## config.mk

```make
export PLATFORM = sky130hd
export DESIGN_NAME = pc_fetch_unit_flat
export DESIGN_NICKNAME = d
export VERILOG_FILES = /design/src/rtl/pc_fetch_unit_pkg.sv /design/src/rtl/pc_fetch_unit_if.sv /design/src/rtl/pc_fetch_unit_next_pc_sel.sv /design/src/rtl/pc_fetch_unit.sv /design/src/flat_wrapper.sv
export SDC_FILE = /design/constraint.sdc
export NUM_CORES = 1
export LEC_CHECK = 0
export BUFFER_PORTS_ARGS = -buffer_cell sky130_fd_sc_hd__buf_2
export CAP_MARGIN = 0
export CELL_PAD_IN_SITES_DETAIL_PLACEMENT = 1
export CELL_PAD_IN_SITES_GLOBAL_PLACEMENT = 2
export CORE_ASPECT_RATIO = 0.7
export CORE_MARGIN = 4
export CORE_UTILIZATION = 33
export CTS_CLUSTER_DIAMETER = 80
export DETAILED_ROUTE_END_ITERATION = 6
export HOLD_SLACK_MARGIN = 0.05
export PLACE_DENSITY = 0.88
export RECOVER_POWER = 100
export SLEW_MARGIN = 20
export SYNTH_ARGS = -nofsm -noshare
export SYNTH_HDL_FRONTEND = slang
export SYNTH_SLANG_ARGS = --single-unit
```

## constraint.sdc

```tcl
create_clock -name clk -period 5.7 [get_ports clk]
set_input_delay 0.57 -clock clk [delete_from_list [all_inputs] [get_ports clk]]
set_output_delay 0.57 -clock clk [all_outputs]
set_load 0.01 [all_outputs]
```

## src/rtl/pc_fetch_unit_pkg.sv

```systemverilog
// Shared CPU definitions for the fetch unit: word width, default reset PC
// and the fetch FSM state encoding.
package pc_fetch_unit_pkg;

    localparam int          WORD_W           = 32;
    localparam logic [31:0] DEFAULT_RESET_PC = 32'h0000_0000;

    typedef enum logic [1:0] {
        ST_RUN  = 2'd0,
        ST_HALT = 2'd1,
        ST_STEP = 2'd2
    } fetch_state_t;

endpackage

```

## src/rtl/pc_fetch_unit_if.sv

```systemverilog
// Decode-to-fetch bundle.
//   master (decode side): drives halt_req, redirect controls and operands,
//                         reads pc, pc_plus4, rom_addr.
//   slave  (fetch unit) : the reverse.
interface pc_fetch_unit_if;
    import pc_fetch_unit_pkg::*;

    logic              halt_req;
    logic              jr;
    logic              jump;
    logic              branch_taken;
    logic              branch_cond;
    logic [WORD_W-1:0] jr_target;
    logic [25:0]       instr_index;
    logic [WORD_W-1:0] ext18;
    logic [WORD_W-1:0] pc;
    logic [WORD_W-1:0] pc_plus4;
    logic [9:0]        rom_addr;

    modport master (
        output halt_req, jr, jump, branch_taken, branch_cond,
               jr_target, instr_index, ext18,
        input  pc, pc_plus4, rom_addr
    );

    modport slave (
        input  halt_req, jr, jump, branch_taken, branch_cond,
               jr_target, instr_index, ext18,
        output pc, pc_plus4, rom_addr
    );
endinterface

```

## src/rtl/pc_fetch_unit_next_pc_sel.sv

```systemverilog
// next_pc_sel: combinational next-PC priority mux.
//   Inputs : pc_plus4, jr/jump/branch_taken controls, jr_target,
//            instr_index, ext18.
//   Output : next_pc (always word aligned).
// Priority is jr > jump > branch_taken > sequential.
module next_pc_sel
    import pc_fetch_unit_pkg::*;
(
    input  logic [WORD_W-1:0] pc_plus4,
    input  logic              jr,
    input  logic              jump,
    input  logic              branch_taken,
    input  logic [WORD_W-1:0] jr_target,
    input  logic [25:0]       instr_index,
    input  logic [WORD_W-1:0] ext18,
    output logic [WORD_W-1:0] next_pc
);

    logic [WORD_W-1:0] branch_sum;

    // Wraps modulo 2^32 by truncation.
    assign branch_sum = pc_plus4 + ext18;

    always_comb begin
        next_pc = pc_plus4;
        if (jr)
            next_pc = {jr_target[31:2], 2'b00};
        else if (jump)
            next_pc = {pc_plus4[31:28], instr_index, 2'b00};
        else if (branch_taken)
            next_pc = {branch_sum[31:2], 2'b00};
    end

endmodule

```

## src/rtl/pc_fetch_unit.sv

```systemverilog
// pc_fetch_unit: PC register, halt/single-step FSM, go edge detector and
// saturating statistics counters.
//   clk, rst_n : system clock, async active-low reset
//   go         : operator button (level); a rising edge steps out of HALT
//   fetch      : decode bundle (slave side), returns pc/pc_plus4/rom_addr
//   halted     : high while in HALT
//   cycle_cnt / jump_cnt / branch_cnt : saturating statistics
//
// state   | meaning
// --------+-----------------------------------------------------------
// ST_RUN  | normal fetch; pc advances unless halt_req
// ST_HALT | pc frozen, redirects ignored, waiting for go rising edge
// ST_STEP | execute the halting instruction once, then back to RUN
module pc_fetch_unit
    import pc_fetch_unit_pkg::*;
#(
    parameter logic [31:0] RESET_PC = DEFAULT_RESET_PC,
    parameter int          CNT_W    = 32
) (
    input  logic             clk,
    input  logic             rst_n,
    input  logic             go,
    pc_fetch_unit_if.slave   fetch,
    output logic             halted,
    output logic [CNT_W-1:0] cycle_cnt,
    output logic [CNT_W-1:0] jump_cnt,
    output logic [CNT_W-1:0] branch_cnt
);

    fetch_state_t      state, state_nxt;
    logic [WORD_W-1:0] pc_q;
    logic [WORD_W-1:0] next_pc;
    logic              go_q;
    logic              go_rise;
    logic              pc_load;

    assign fetch.pc       = pc_q;
    assign fetch.pc_plus4 = pc_q + 32'd4;
    assign fetch.rom_addr = pc_q[11:2];

    // go_q resets high so a button held through reset is not a fresh edge.
    assign go_rise = go & ~go_q;

    next_pc_sel u_next_pc_sel (
        .pc_plus4     (fetch.pc_plus4),
        .jr           (fetch.jr),
        .jump         (fetch.jump),
        .branch_taken (fetch.branch_taken),
        .jr_target    (fetch.jr_target),
        .instr_index  (fetch.instr_index),
        .ext18        (fetch.ext18),
        .next_pc      (next_pc)
    );

    always_ff @(posedge clk or negedge rst_n) begin
        if (!rst_n) begin
            state <= ST_RUN;
            go_q  <= 1'b1;
        end else begin
            state <= state_nxt;
            go_q  <= go;
        end
    end

    always_comb begin
        state_nxt = state;
        case (state)
            ST_RUN:  if (fetch.halt_req) state_nxt = ST_HALT;
            ST_HALT: if (go_rise)        state_nxt = ST_STEP;
            ST_STEP: state_nxt = ST_RUN;
            default: state_nxt = ST_RUN;
        endcase
    end

    always_comb begin
        pc_load = 1'b0;
        case (state)
            ST_RUN:  pc_load = ~fetch.halt_req;
            ST_STEP: pc_load = 1'b1;
            default: pc_load = 1'b0;
        endcase
    end

    // Decoded from the state register only, so no input-to-output path.
    assign halted = (state == ST_HALT);

    always_ff @(posedge clk or negedge rst_n) begin
        if (!rst_n) begin
            pc_q       <= RESET_PC;
            cycle_cnt  <= '0;
            jump_cnt   <= '0;
            branch_cnt <= '0;
        end else if (pc_load) begin
            pc_q <= next_pc;
            if (cycle_cnt != '1)
                cycle_cnt <= cycle_cnt + CNT_W'(1);
            if ((fetch.jr || fetch.jump) && jump_cnt != '1)
                jump_cnt <= jump_cnt + CNT_W'(1);
            if (fetch.branch_cond && branch_cnt != '1)
                branch_cnt <= branch_cnt + CNT_W'(1);
        end
    end

endmodule

```

## src/flat_wrapper.sv

```systemverilog
// flat-port wrapper written by rule: the top's interface ports become plain ports
module pc_fetch_unit_flat import pc_fetch_unit_pkg::*;
#(
    parameter logic [31:0] RESET_PC = DEFAULT_RESET_PC,
    parameter int          CNT_W    = 32
)
  (clk, rst_n, go, halted, cycle_cnt, jump_cnt, branch_cnt, fetch_halt_req, fetch_jr, fetch_jump, fetch_branch_taken, fetch_branch_cond, fetch_jr_target, fetch_instr_index, fetch_ext18, fetch_pc, fetch_pc_plus4, fetch_rom_addr);
  pc_fetch_unit_if fetch_i ();
  input  logic clk;
  input  logic rst_n;
  input  logic go;
  output logic halted;
  output logic [CNT_W-1:0] cycle_cnt;
  output logic [CNT_W-1:0] jump_cnt;
  output logic [CNT_W-1:0] branch_cnt;
  input wire logic [$bits(fetch_i.halt_req)-1:0] fetch_halt_req;
  input wire logic [$bits(fetch_i.jr)-1:0] fetch_jr;
  input wire logic [$bits(fetch_i.jump)-1:0] fetch_jump;
  input wire logic [$bits(fetch_i.branch_taken)-1:0] fetch_branch_taken;
  input wire logic [$bits(fetch_i.branch_cond)-1:0] fetch_branch_cond;
  input wire logic [$bits(fetch_i.jr_target)-1:0] fetch_jr_target;
  input wire logic [$bits(fetch_i.instr_index)-1:0] fetch_instr_index;
  input wire logic [$bits(fetch_i.ext18)-1:0] fetch_ext18;
  output wire logic [$bits(fetch_i.pc)-1:0] fetch_pc;
  output wire logic [$bits(fetch_i.pc_plus4)-1:0] fetch_pc_plus4;
  output wire logic [$bits(fetch_i.rom_addr)-1:0] fetch_rom_addr;
  assign fetch_i.halt_req = fetch_halt_req;
  assign fetch_i.jr = fetch_jr;
  assign fetch_i.jump = fetch_jump;
  assign fetch_i.branch_taken = fetch_branch_taken;
  assign fetch_i.branch_cond = fetch_branch_cond;
  assign fetch_i.jr_target = fetch_jr_target;
  assign fetch_i.instr_index = fetch_instr_index;
  assign fetch_i.ext18 = fetch_ext18;
  assign fetch_pc = fetch_i.pc;
  assign fetch_pc_plus4 = fetch_i.pc_plus4;
  assign fetch_rom_addr = fetch_i.rom_addr;
  pc_fetch_unit #(.RESET_PC(RESET_PC), .CNT_W(CNT_W)) u_core (.clk(clk), .rst_n(rst_n), .go(go), .fetch(fetch_i), .halted(halted), .cycle_cnt(cycle_cnt), .jump_cnt(jump_cnt), .branch_cnt(branch_cnt));
endmodule
```

* Yosys cells after proc, flatten, opt, wreduce, memory -nomap -nowiden *
Cells that the tools add are included.

storage, ports and cells
  register bits after elaboration = 131
  input bits = 98
  output and inout bits = 171
  logic and storage cells = 36

operators by class
  add/subtract/negate cells = 5
  equality and inequality tests = 7
  mux-type cells = 7
  bitwise logic cells = 3
  reduce and logical (&&, ||, !) cells = 8

operator list
  operator                                              count
  adder 32 x 1 -> 32 bit (second input constant)        3
  two-way mux 32 bit                                    3
  != test 32 bit (second input constant)                3
  adder 32 x 3 -> 32 bit (second input constant)        1
  adder 32 bit                                          1
  AND reduction 2 bit                                   4
  two-way mux 2 bit                                     2
  case mux 2 bit (2 select lines)                       1
  equality test 2 x 1 -> 1 bit (second input constant)  1
  equality test 2 bit (second input constant)           1
  logical AND 1 bit                                     2
  logical NOT 2 bit                                     1
  != test 2 x 1 -> 1 bit (second input constant)        1
  != test 2 bit (second input constant)                 1
  NOT 1 bit                                             2
  case mux 1 bit (2 select lines)                       1
  AND 1 bit                                             1
  logical OR 1 bit                                      1

* Longest topological paths before layout *
Gate-level depths: netlist of run 1.

  depth in word-level cells = 5
  mapped depth = 16
  gate-level depth less buffers = 15

* Cells and area by module *
From an unflattened synthesis of run 1, not the netlist that was laid out.

second synthesis, totals
  cells, all modules = 976
  area total of the unflattened synthesis = 8839.7 sq um

by module, submodules not included
  module         instances  cells an instance  area an instance (sq um)  sequential area each (sq um)
  pc_fetch_unit  1          647                6661.4                    3279.4
  next_pc_sel    1          329                2178.3                    0.0

* Worst setup path after synthesis of run 1 *
Ideal clock, no wire load.

  path kind = reg-to-reg
  from = register u_core.pc_q[5] (netlist: u_core.fetch.pc[5])
  to = register u_core.pc_q[31] (netlist: u_core.fetch.pc[31])
  library setup time = 69 ps
  arrival time = 3613 ps
  required time = 5631 ps
  setup slack = 2018 ps
  cell stages (with the launch flop) = 15
  buffers on the path = 1
  clock period less this slack = 3682 ps
  cells stage by stage = dfrtp_1 nand4_1 nor4_2 nand3_1 xnor2_1 ha_1 clkbuf_1 a21oi_1 a21boi_0 o21ai_0 nor4_1 a211oi_1 xor2_1 or4_1 nand3_1

between the ends
  cells in the longest elaborated chain, start to end = 5

RTL lines
  what                      line                             text
  start: declaration        pc_fetch_unit.sv:31              logic [WORD_W-1:0] pc_q;
  start signal: assignment  pc_fetch_unit.sv:94              pc_q <= next_pc;
  adder 32 x 3 -> 32 bit    pc_fetch_unit.sv:38              assign fetch.pc_plus4 = pc_q + 32'd4;
  net fetch_pc_plus4[28]    flat_wrapper.sv:25               output wire logic [$bits(fetch_i.pc_plus4)-1:0] fetch_pc_plus4;
  adder 32 bit              pc_fetch_unit_next_pc_sel.sv:22  assign branch_sum = pc_plus4 + ext18;
  two-way mux 32 bit        pc_fetch_unit_next_pc_sel.sv:30  else if (branch_taken)
  two-way mux 32 bit        pc_fetch_unit_next_pc_sel.sv:28  else if (jump)
  two-way mux 32 bit        pc_fetch_unit_next_pc_sel.sv:26  if (jr)

The timed path passes the listed nets, and every way through them passes these cells.
A chain may end at the register's enable or synchronous reset.

* Final worst setup path of run 1 *
  from = register u_core.pc_q[5] (netlist: u_core.fetch.pc[5])
  to = register u_core.pc_q[31] (netlist: u_core.fetch.pc[31])

between the ends
  cells in the longest elaborated chain, start to end = 5

RTL lines
  what                        line
  adder 32 x 3 -> 32 bit (*)  pc_fetch_unit.sv:38
  adder 32 bit                pc_fetch_unit_next_pc_sel.sv:22
  two-way mux 32 bit          pc_fetch_unit_next_pc_sel.sv:30
  two-way mux 32 bit (*)      pc_fetch_unit_next_pc_sel.sv:28
  two-way mux 32 bit (*)      pc_fetch_unit_next_pc_sel.sv:26

Mark *: on every way between the ends. The rest lies on a longest branch, timed or not.

==> results of run 1 <==
-- worst max-delay path, cell delays in order (launching register included) --
cell and delay, ps:
dfrtp_1 520, nand4_1 340, nor4_1 1130, and2_1 370, nand3_1 130, xnor2_1 350, ha_1 410, nand2_1 110
a21boi_0 70, o21ai_0 280, nor4_1 80, a211oi_1 440, xor2_1 140, or4_1 420, nand3_1 90
-- routing by layer --
metal	up-vias	track usage, %
met1	4074	32.8
li1	3790	-
met2	231	32.4
met4	2	4.67
met5	-	0
met3	34	4.28
-- registers in the layout, summed over array words and instances (netlist names) --
| register | flops |
|---|---|
| u_core.cycle_cnt | 32 |
| u_core.fetch.pc | 30 |
| u_core.branch_cnt | 32 |
| u_core.go_q | 1 |
| u_core.state | 2 |
| u_core.jump_cnt | 32 |
-- layout make-up --
cell class	count	area share (%)
multi-input combinational	727	46.7
tap	325	3.94
inverter	20	0.728
timing repair buffer	268	11.1
antenna	1	0.0243
clock buffer	17	4.13
clock inverter	15	2.12
sequential	129	31.3
-- timing repair --
action,4_1_cts,5_1_grt
hold buffers,1,0
hold endpoints to repair,14,0
endpoints found under the setup margin,0,0
-- worst paths after layout --
kind	slack [ps]	from	depth (start not counted)	end
hold reg to reg	480	u_core.state[1]$_DFFE_PN0P_	1	u_core.state[0]$_DFFE_PN0P_
min in group asynchronous	790	rst_n	2	u_core.branch_cnt[6]$_DFFE_PN0P_
setup reg to reg	750	u_core.fetch.pc[5]$_DFFE_PN0P_	14	u_core.fetch.pc[31]$_DFFE_PN0P_
hold / removal	270	go	1	u_core.go_q$_DFF_PN1_
setup / recovery	750	u_core.fetch.pc[5]$_DFFE_PN0P_	14	u_core.fetch.pc[31]$_DFFE_PN0P_
max in group asynchronous	1520	rst_n	3	u_core.cycle_cnt[31]$_DFFE_PN0P_
-- kinds of logic after synthesis --
kind of cell	after synthesis
AO/OA/AOI/OAI	188
XOR/XNOR	142
adder cells (fa/ha/maj)	40
buffers and inverters	64
flip-flops	129
multiplexers	7
other	1
AND/OR/NAND/NOR	346
-- metrics by stage --
step           utilization, %  cell area, um2  setup slack [ps]  hold WS (ps)
4_1_cts                  42.7           10600              1130           247
5_1_grt                  41.6           10300               390           254
6_report                 41.6           10300               748           269
2_1_floorplan               -            8380              2020           274
3_3_place_gp             40.0            9930              1310           435
3_5_place_dp             40.0            9930              1200           439
-- report_power, final --
| group | switching [W] | internal, W |
|---|---|---|
| Sequential | 0.000232 | 0.00106 |
| Combinational | 0.00112 | 0.000693 |
| Clock | 0.000489 | 0.000748 |
| Total | 0.00184 | 0.00250 |
-- layout by cell type, fill, tap and decap left out, types with 6 or more instances in the layout --
| cell | synthesis | final |
|---|---|---|
| a211oi_1 | 6 | 7 |
| a21o_1 | 8 | 8 |
| a21oi_1 | 54 | 54 |
| a221oi_1 | 7 | 7 |
| a31oi_1 | 10 | 10 |
| and3_1 | 30 | 30 |
| and4_1 | 18 | 18 |
| buf_2 | 0 | 95 |
| clkbuf_1 | 28 | 169 |
| clkbuf_16 | 0 | 17 |
| dfrtp_1 | 128 | 128 |
| ha_1 | 40 | 40 |
| inv_1 | 19 | 19 |
| nand2_1 | 90 | 90 |
| nand3_1 | 65 | 65 |
| nand4_1 | 29 | 29 |
| nor2_1 | 60 | 61 |
| nor2b_1 | 6 | 6 |
| nor3_1 | 12 | 13 |
| nor4_1 | 3 | 6 |
| o211ai_1 | 7 | 7 |
| o21ai_0 | 32 | 37 |
| o21bai_1 | 7 | 7 |
| o22ai_1 | 12 | 12 |
| xnor2_1 | 102 | 102 |
| xor2_1 | 40 | 40 |
==> metrics.yaml, run 1 <==
power.density_mw_per_mm2: 421
nets: 1301
gp_congestion: 0.838
synth_ff_type: "dfrtp_1"
initial_core_util_pct: 33.7
fillCellCount: 3049
yosysUniqueCellTypes: 71
routed.top_layer: "met5"
grt_pass1_vias: 8323
synth_edf_count: 0
clk_pin_slew_ps: 60
die_h_um: 141
outcome: "complete, but fails checks"
synth_mux_area_share_pct: 0.912
synth_xor_area_share_pct: 14.9
htreeDepth: 4
seq_area_frac_synth_pct: 38.6
synth_largest_area_cell: "dfrtp_1"
wl_per_cell_um: 20.6
min_period_over_period_pct: 86.9
drive_gt1_share_pct: 12.1
drt_iter0_drc: 323
synth-seq-cells: 129
seqCellArea_mm2: 0.00323
drc: 0
worstSetupPathType: "register to register"
fp-row-count: 48
arrival_ps: 5310
peakVddDrop_mv: 0.235
total_power_w: 0.00434
via_count: 8131
ant_nets: 0
fin_crit_ps: 4950
wl_met3_um: 1870
post_cts_buffers: 0
cts_repair_resize_count: 0
relSlewSlack_pct: -103
coreArea_mm2: 0.0248
p_leak_nw: 4.45
grt_max_degree: 61
maxSlewViolCount: 176
drv_cap: 4
final-setup-viol-count: 0
cts.sinks: 129
min_path_type: "input port to register"
syn_to_final_growth_pct: 23.3
met1_length_um: 15100
synth_compound_area_share_pct: 14.6
skew_ps: 12.2
cts_buffer_depth: 2
synth_top_family_by_area: "simple AND/OR/NAND/NOR gates"
viasPerCell: 5.41
root_buffer: "clkbuf_16"
end_kind: "register"
die_area_mm2: 0.0280
firstDrtPassIters: 5
synth.most_common_cell: "dfrtp_1"
rsz0062_at_grt: "false"
synth_area_leaders: "dfrtp_1, xnor2_1, ha_1, xor2_1, nand2_1"
grt_pass1_wl_um: 48300
violations: "capacitance limit, slew limit"
synth-adder-area-share_pct: 5.98
synth_commonest_cells: "dfrtp_1, xnor2_1, nand2_1"
crit_fanout: 9
clk_latency_ps: 430
synth_top_area_share_pct: 38.3
ioPinCount: 269
worstPathRequired_ps: 6050
worstMarginPinSlew_ps: 3050
numPortBuffers: 260
grt.total_usage_pct: 21.8
finalHoldViolCount: 0
tritoncts: "built"
hpwl_um: 23300
synthCells: 917
gr-total-overflow: 0
layoutNonFillerInstCount: 1502
synth-warning-count: 0
synthSimpleGateAreaFrac_pct: 21.4
met2_length_um: 13300
fmax_mhz: 202
tns_ps: 0
place_inst: 1468
numCtsBuffers: 17
multi_input_area_mm2: 0.00481
wirelength_um: 30900
synth.avg_cell_area_um2: 9.12
die_x_um: 198
async_flop_share_pct: 100
syn_area_mm2: 0.00836
worstSetupStartpointType: "register"
antenna_found_initial: 2
Power figures use the tool's default switching activity.
==> run 2: changes to the inputs <==
--- a/config.mk
+++ b/config.mk
@@ -6,7 +6,7 @@
 export NUM_CORES = 1
 export LEC_CHECK = 0
 export BUFFER_PORTS_ARGS = -buffer_cell sky130_fd_sc_hd__buf_2
-export CAP_MARGIN = 0
+export CAP_MARGIN = 10
 export CELL_PAD_IN_SITES_DETAIL_PLACEMENT = 1
 export CELL_PAD_IN_SITES_GLOBAL_PLACEMENT = 2
 export CORE_ASPECT_RATIO = 0.7
@@ -15,9 +15,10 @@
 export CTS_CLUSTER_DIAMETER = 80
 export DETAILED_ROUTE_END_ITERATION = 6
 export HOLD_SLACK_MARGIN = 0.05
-export PLACE_DENSITY = 0.88
+export PLACE_DENSITY = 0.87
 export RECOVER_POWER = 100
 export SLEW_MARGIN = 20
 export SYNTH_ARGS = -nofsm -noshare
 export SYNTH_HDL_FRONTEND = slang
+export SYNTH_HIERARCHICAL = 1
 export SYNTH_SLANG_ARGS = --single-unit
==> run 2 against run 1 <==
- the flow still finishes with violations (capacitance limit, slew limit)
- sequential share of layout area fell by 0.99 points
- count of clock-buffer cells in the layout up 1
- die area up 5.4%
- synthesized cell count rose by 6.4%
- area after synthesis rose by 5.7%
- via count up 5.4%
- combinational power increased by 6%
- hold slack lost 29 ps
- flip-flop and latch count rose by 2
- design area rose by 4.9%
- largest power group unchanged
- highest routed layer is now met4
==> metrics.yaml, run 2 <==
outcome: "complete, but fails checks"
violations: "capacitance limit, slew limit"
finalHoldViolCount: 0  # unchanged
tns_ps: 0  # unchanged
viasPerCell: 5.36  # -1.1%
cts.sinks: 131  # +1.6%
placed_cell_area_mm2: 0.0105  # +5.5%
design_area_mm2: 0.0108  # +4.9%
wirelength_um: 32000  # +3.7%
rsz0062_at_grt: "false"
drv_cap: 4  # unchanged
drive_gt1_share_pct: 14.3  # +2.2 points
fillCellCount: 3255  # +6.8%
synth_ff_type: "dfrtp_1"
min_period_over_period_pct: 87.0  # +0.094 points
async_flop_share_pct: 100  # unchanged
worstMarginPinSlew_ps: 2640  # -412 ps
power.density_mw_per_mm2: 416  # -1.1%
ant_nets: 0  # unchanged
tritoncts: "built"
final-setup-viol-count: 0  # unchanged
drc: 0  # unchanged
ioPinCount: 269  # unchanged
worstSetupStartpointType: "register"
synth_commonest_cells: "dfrtp_1, nand2_1, xnor2_1"
min_path_type: "input port to async pin"
seq_area_frac_synth_pct: 37.1  # -1.5 points
relSlewSlack_pct: -75.7  # +27 points
multi_input_area_mm2: 0.00514  # +6.9%
seqCellArea_mm2: 0.00328  # +1.5%
synth_top_area_share_pct: 36.8  # -1.5 points
wl_per_cell_um: 20.0  # -2.7%
die_h_um: 145  # +2.6%
arrival_ps: 5320  # about the same
drt_iter0_drc: 517  # +60%
antenna_found_initial: 1  # -1
yosysUniqueCellTypes: 83  # +17%
die_area_mm2: 0.0295  # +5.4%
synth-warning-count: 6  # +6
numCtsBuffers: 17  # unchanged
synthCells: 976  # +6.4%
mostFrequentLayoutCells: "clkbuf_1, dfrtp_1, nand2_1"
end_kind: "register"
crit_fanout: 7  # -2
syn_nets: 1108
layout_commonest_cell: "clkbuf_1"
initial_core_util_pct: 34.0  # +0.28 points
rrSetupSlack_ps: 740  # about the same
hpwl_um: 24400  # +4.5%
grt.total_usage_pct: 21.4  # -0.44 points
postCtsHoldBufs: 0  # -1
syn_to_final_growth_pct: 22.3
clk_latency_ps: 430  # about the same
r2r-start: "u_core/fetch.pc[4]$_DFFE_PN0P_"
fp-row-count: 49  # +2.1%
p_leak_nw: 4.73  # +6.3%
cts_repair_resize_count: 0  # unchanged
syn_area_mm2: 0.00884  # +5.7%
fmax_mhz: 202  # -0.11%
synth_largest_area_cell: "dfrtp_1"
firstDrtPassIters: 4  # -1
grt_max_degree: 86  # +41%
maxSlewViolCount: 110  # -38%
die_x_um: 204  # +2.7%
gr-total-overflow: 0  # unchanged
worstReg2RegEnd: "u_core/fetch.pc[31]$_DFFE_PN0P_"
synth.most_common_cell: "dfrtp_1"
clk_pin_slew_ps: 70  # about the same
synth-seq-cells: 131  # +1.6%
numPortBuffers: 266  # +2.3%
synth_area_leaders: "dfrtp_1, xnor2_1, xor2_1, ha_1, nand2_1"
gp_congestion: 0.876  # +4.5%
skew_ps: 12.1  # -0.135 ps
htreeDepth: 4  # unchanged
root_buffer: "clkbuf_16"
peakVddDrop_mv: 0.201  # -15%
worstPathRequired_ps: 6060  # about the same
cts_buffer_depth: 2  # unchanged
nets: 1361  # +4.6%
grt_pass1_vias: 8667  # +4.1%
via_count: 8570  # +5.4%
coreArea_mm2: 0.0260  # +4.8%
post_cts_buffers: 0  # unchanged
worstSetupPathType: "register to register"
fin_crit_ps: 4960  # +5.35 ps
grt_pass1_wl_um: 50700  # +5.0%
synth.avg_cell_area_um2: 9.06  # -0.70%
ff2ff_path_depth: 17  # +3
synth_edf_count: 0  # unchanged
[run 2: cell families after synthesis]
| group | Yosys count | synth area share (%) |
|---|---|---|
| simple gates | 401 | 23.6 |
| fa+ha+maj | 34 | 4.81 |
| buf+inv | 70 | 3.76 |
| mux | 43 | 5.24 |
| xor+xnor | 141 | 14.0 |
| flops | 131 | 37.1 |
| compound gates | 156 | 11.5 |
[run 2: worst max-delay path by stage]
stage	from	to	slack, ps	depth (start not counted)
finish	u_core/fetch.pc[4]$_DFFE_PN0P_	u_core/fetch.pc[31]$_DFFE_PN0P_	740	17
global route	u_core/fetch.pc[3]$_DFFE_PN0P_	u_core/fetch.pc[31]$_DFFE_PN0P_	460	17
CTS	u_core/fetch.pc[5]$_DFFE_PN0P_	u_core/fetch.pc[31]$_DFFE_PN0P_	1250	17
detailed placement	u_core/fetch.pc[5]$_DFFE_PN0P_	u_core/fetch.pc[31]$_DFFE_PN0P_	1340	17
global placement	u_core/fetch.pc[4]$_DFFE_PN0P_	u_core/fetch.pc[31]$_DFFE_PN0P_	1420	17
floorplan	u_core/fetch.pc[9]$_DFFE_PN0P_	u_core/fetch.pc[31]$_DFFE_PN0P_	1910	17
[run 2: worst max-delay path, cell delays in order (launching register included)]
cell,delay [ps]
dfrtp_1,460
nand4_1,290
nor4_1,330
clkbuf_1,430
nand3_1,360
nor2_1,250
xor2_1,350
ha_1,340
a211oi_1,340
a21boi_1,320
nand3_1,140
o21ai_2,270
o21ai_0,170
xnor2_1,150
or3_1,320
a31oi_1,190
nand2_1,70
nand2_1,110
[run 2: through the flow]
stage	utilization, %	worst slack, ps	instances	total power [W]	hold slack, ps
floorplan	-	1910	976	0.00266	274
global placement	40.3	1420	1567	0.00330	459
detailed placement	40.3	1340	1567	0.00335	480
CTS	42.8	1250	1599	0.00463	250
global route	41.6	458	1600	0.00481	255
finish	41.6	742	1600	0.00450	240
[run 2: area by class of cell]
cell class | count | area share [%]
Timing Repair Buffer | 275 | 10.9
Inverter | 29 | 1.01
Antenna cell | 1 | 0.0231
Clock buffer | 18 | 3.97
Tap cell | 357 | 4.13
Clock inverter | 14 | 2.09
Sequential cell | 131 | 30.3
Multi-Input combinational cell | 775 | 47.6
[run 2: per-layer routing]
layer,vias to the layer above,GRT usage [%],wire length (um)
li1,4024,-,-
met1,4281,32.7,16100
met2,241,30.6,13700
met3,24,4.31,1790
met4,0,5.46,488
met5,-,0,0
[run 2: power breakdown]
part	total (W)	switching, W	internal, W
sequential	0.00133	0.000241	0.00109
combinational	0.00192	0.00116	0.000765
clock	0.00125	0.000466	0.000785
total	0.00450	0.00187	0.00264
==> run 3: changes to the inputs <==
--- a/config.mk
+++ b/config.mk
@@ -11,13 +11,13 @@
 export CELL_PAD_IN_SITES_GLOBAL_PLACEMENT = 2
 export CORE_ASPECT_RATIO = 0.7
 export CORE_MARGIN = 4
-export CORE_UTILIZATION = 33
+export CORE_UTILIZATION = 31
 export CTS_CLUSTER_DIAMETER = 80
 export DETAILED_ROUTE_END_ITERATION = 6
 export HOLD_SLACK_MARGIN = 0.05
-export PLACE_DENSITY = 0.87
+export PLACE_DENSITY_LB_ADDON = 0.1
 export RECOVER_POWER = 100
-export SLEW_MARGIN = 20
+export SLEW_MARGIN = 10
 export SYNTH_ARGS = -nofsm -noshare
 export SYNTH_HDL_FRONTEND = slang
 export SYNTH_HIERARCHICAL = 1
==> constraint.sdc (replaced) <==
create_clock -name clk -period 5.34 [get_ports clk]
set_input_delay 0.534 -clock clk [delete_from_list [all_inputs] [get_ports clk]]
set_output_delay 0.534 -clock clk [all_outputs]
set_load 0.01 [all_outputs]
==> run 3 against run 2 <==
- the run still ends with capacitance limit, slew limit left
- largest power group unchanged
- combinational power up 7%
- clock skew is 0.78 ps higher
- register-to-register slack got worse by 110 ps
- design area increased by 0.29%
- count of clock-buffer cells in the layout is the same
- sequential share of layout area is 0.087 points lower
- non-clock buffer count shrank 1
- setup slack worse by 110 ps
- core utilization fell by 2.8 points
- flip-flop and latch count unchanged
==> metrics.yaml, run 3 (synthesis results as in run 2) <==
rrSetupSlack_ps: 630  # -110 ps
end_kind: "register"
cts_buffer_depth: 2  # unchanged
cts.sinks: 131  # unchanged
skew_ps: 12.8  # +0.777 ps
drt_iter0_drc: 349  # -32%
crit_start: "u_core/fetch.pc[3]$_DFFE_PN0P_"
fp-row-count: 51  # +4.1%
wirelength_um: 32300  # +0.85%
switching_share_pct: 40.9  # -0.55 points
ant_nets: 0  # unchanged
cts_repair_resize_count: 0  # unchanged
multi_input_area_mm2: 0.00513  # -0.27%
final-setup-viol-count: 0  # unchanged
violations: "capacitance limit, slew limit"
arrival_ps: 5070  # -250 ps
hpwl_um: 24700  # +1.3%
crit_fanout: 8  # +1
drive_gt1_share_pct: 14.1  # -0.15 points
grt.total_usage_pct: 20.4  # -0.99 points
hold_slack_ps: 224  # -16.5 ps
pwr-share-comb_pct: 42.3  # -0.5 points
setup_ws_ps: 631  # -111 ps
p_clk_share_pct: 28.7  # +0.9 points
firstDrtPassIters: 4  # unchanged
viasPerCell: 5.15  # -3.9%
endpoint: "u_core/fetch.pc[31]$_DFFE_PN0P_"
diodes: 0  # -1
finalHoldViolCount: 0  # unchanged
antenna_found_initial: 2  # +1
maxSlewViolCount: 152  # +38%
gr-total-overflow: 0  # unchanged
drc: 0  # unchanged
ff2ff_path_depth: 18  # +1
placed_cell_area_mm2: 0.0105  # about the same
tns_ps: 0  # unchanged
fmax_mhz: 212  # +5.3%
via_count: 8299  # -3.2%
power.internal_w: 0.00287  # +8.9%
worstSetupStartpointType: "register"
ioPinCount: 269  # unchanged
design_area_mm2: 0.0108  # +0.29%
numCtsBuffers: 17  # unchanged
die_area_mm2: 0.0313  # +6.1%
grt_pass1_vias: 8378  # -3.3%
power_switching_w: 0.00199  # +6.5%
p_leak_nw: 4.75  # +0.28%
min_path_type: "input port to register"
pwr-share-seq_pct: 29.0  # -0.5 points
worstPathRequired_ps: 5700  # -360 ps
die_x_um: 210  # +3.0%
fillCellCount: 3425  # +5.2%
tritoncts: "built"
drv_cap: 5  # +1
peakVddDrop_mv: 0.203  # +1.5%
coreArea_mm2: 0.0279  # +7.5%
grt_pass1_wl_um: 50300  # -0.76%
worstSetupPathType: "register to register"
relSlewSlack_pct: -183  # -110 points
clk_latency_ps: 430  # about the same
gp_congestion: 0.805  # -8.1%
r2r-start: "u_core/fetch.pc[3]$_DFFE_PN0P_"
mostFrequentLayoutCells: "clkbuf_1, dfrtp_1, nand2_1"
rsz0062_at_grt: "false"
grt_max_degree: 91  # +5.8%
postCtsHoldBufs: 0  # unchanged
outcome: "complete, but fails checks"
wl_per_cell_um: 20.0  # +0.10%
die_h_um: 149  # +3.0%
pre_cts_slack_ps: 863  # -475 ps
layout_commonest_cell: "clkbuf_1"
min_period_over_period_pct: 88.2  # +1.2 points
power.density_mw_per_mm2: 448  # +7.6%
worstReg2RegEnd: "u_core/fetch.pc[31]$_DFFE_PN0P_"
initial_core_util_pct: 31.6  # -2.4 points
worstMarginPinSlew_ps: 4250  # +1610 ps
nets: 1360  # -0.073%
seqCellArea_mm2: 0.00328  # unchanged
syn_to_final_growth_pct: 22.6
post_cts_buffers: 0  # unchanged
fin_crit_ps: 4710  # -249 ps
root_buffer: "clkbuf_16"
htreeDepth: 4  # unchanged
numPortBuffers: 266  # unchanged
clk_pin_slew_ps: 70  # about the same
-- run 3: worst min-delay path by stage --
stage          cells past startpoint                          endpoint  slack (ps)                   startpoint
2_1_floorplan                      0  u_core/branch_cnt[0]$_DFFE_PN0P_         240                        rst_n
3_5_place_dp                       1       u_core/state[0]$_DFFE_PN0P_         480  u_core/state[1]$_DFFE_PN0P_
5_1_grt                            1             u_core/go_q$_DFF_PN1_         200                           go
6_report                           1             u_core/go_q$_DFF_PN1_         220                           go
4_1_cts                            1             u_core/go_q$_DFF_PN1_         200                           go
3_3_place_gp                       1       u_core/state[0]$_DFFE_PN0P_         460  u_core/state[1]$_DFFE_PN0P_
-- run 3: layout make-up --
cell class	instances	area share, %
Tap cell	371	4.28
Clock inverter	14	2.29
Timing Repair Buffer	274	10.8
Sequential cell	131	30.2
Clock buffer	18	4.05
Multi-Input combinational cell	775	47.3
Inverter	29	1.00
-- run 3: worst max-delay path, stage by stage, from the launching register on --
cell      delay (ps)
dfrtp_1          450
ha_1             220
nand3_1          240
nor4_1           250
clkbuf_1         530
nand3_1          340
nor2_1           200
xor2_1           140
ha_1             250
a211oi_1         290
a21boi_1         350
nand3_1          150
o21ai_2          260
o21ai_0          160
xnor2_1          150
or3_1            300
a31oi_1          170
nand2_1           70
nand2_1          130
-- run 3: power groups by stage --
stage	clock network [W]	registers (W)	logic, W
after floorplan	0	0.00144	0.00139
after global placement	0	0.00141	0.00215
after detailed placement	0	0.00142	0.00217
after CTS	0.00144	0.00140	0.00219
after global routing	0.00148	0.00145	0.00227
final	0.00140	0.00141	0.00205
-- run 3: layer usage --
layer / up-vias / part of all wire, % / GRT usage, %
li1: 4013 / - / -
met5: - / 0.084 / 0
met1: 4109 / 52 / 30.9
met4: 4 / 0.70 / 3.46
met2: 154 / 42 / 29.8
met3: 19 / 4.8 / 4.81
-- run 3: stage by stage --
step / util (%) / total power [W] / std cells
2_1_floorplan: - / 0.00284 / 976
3_3_place_gp: 37.5 / 0.00356 / 1580
3_5_place_dp: 37.5 / 0.00359 / 1580
4_1_cts: 40.0 / 0.00503 / 1612
5_1_grt: 38.8 / 0.00520 / 1612
6_report: 38.8 / 0.00486 / 1612
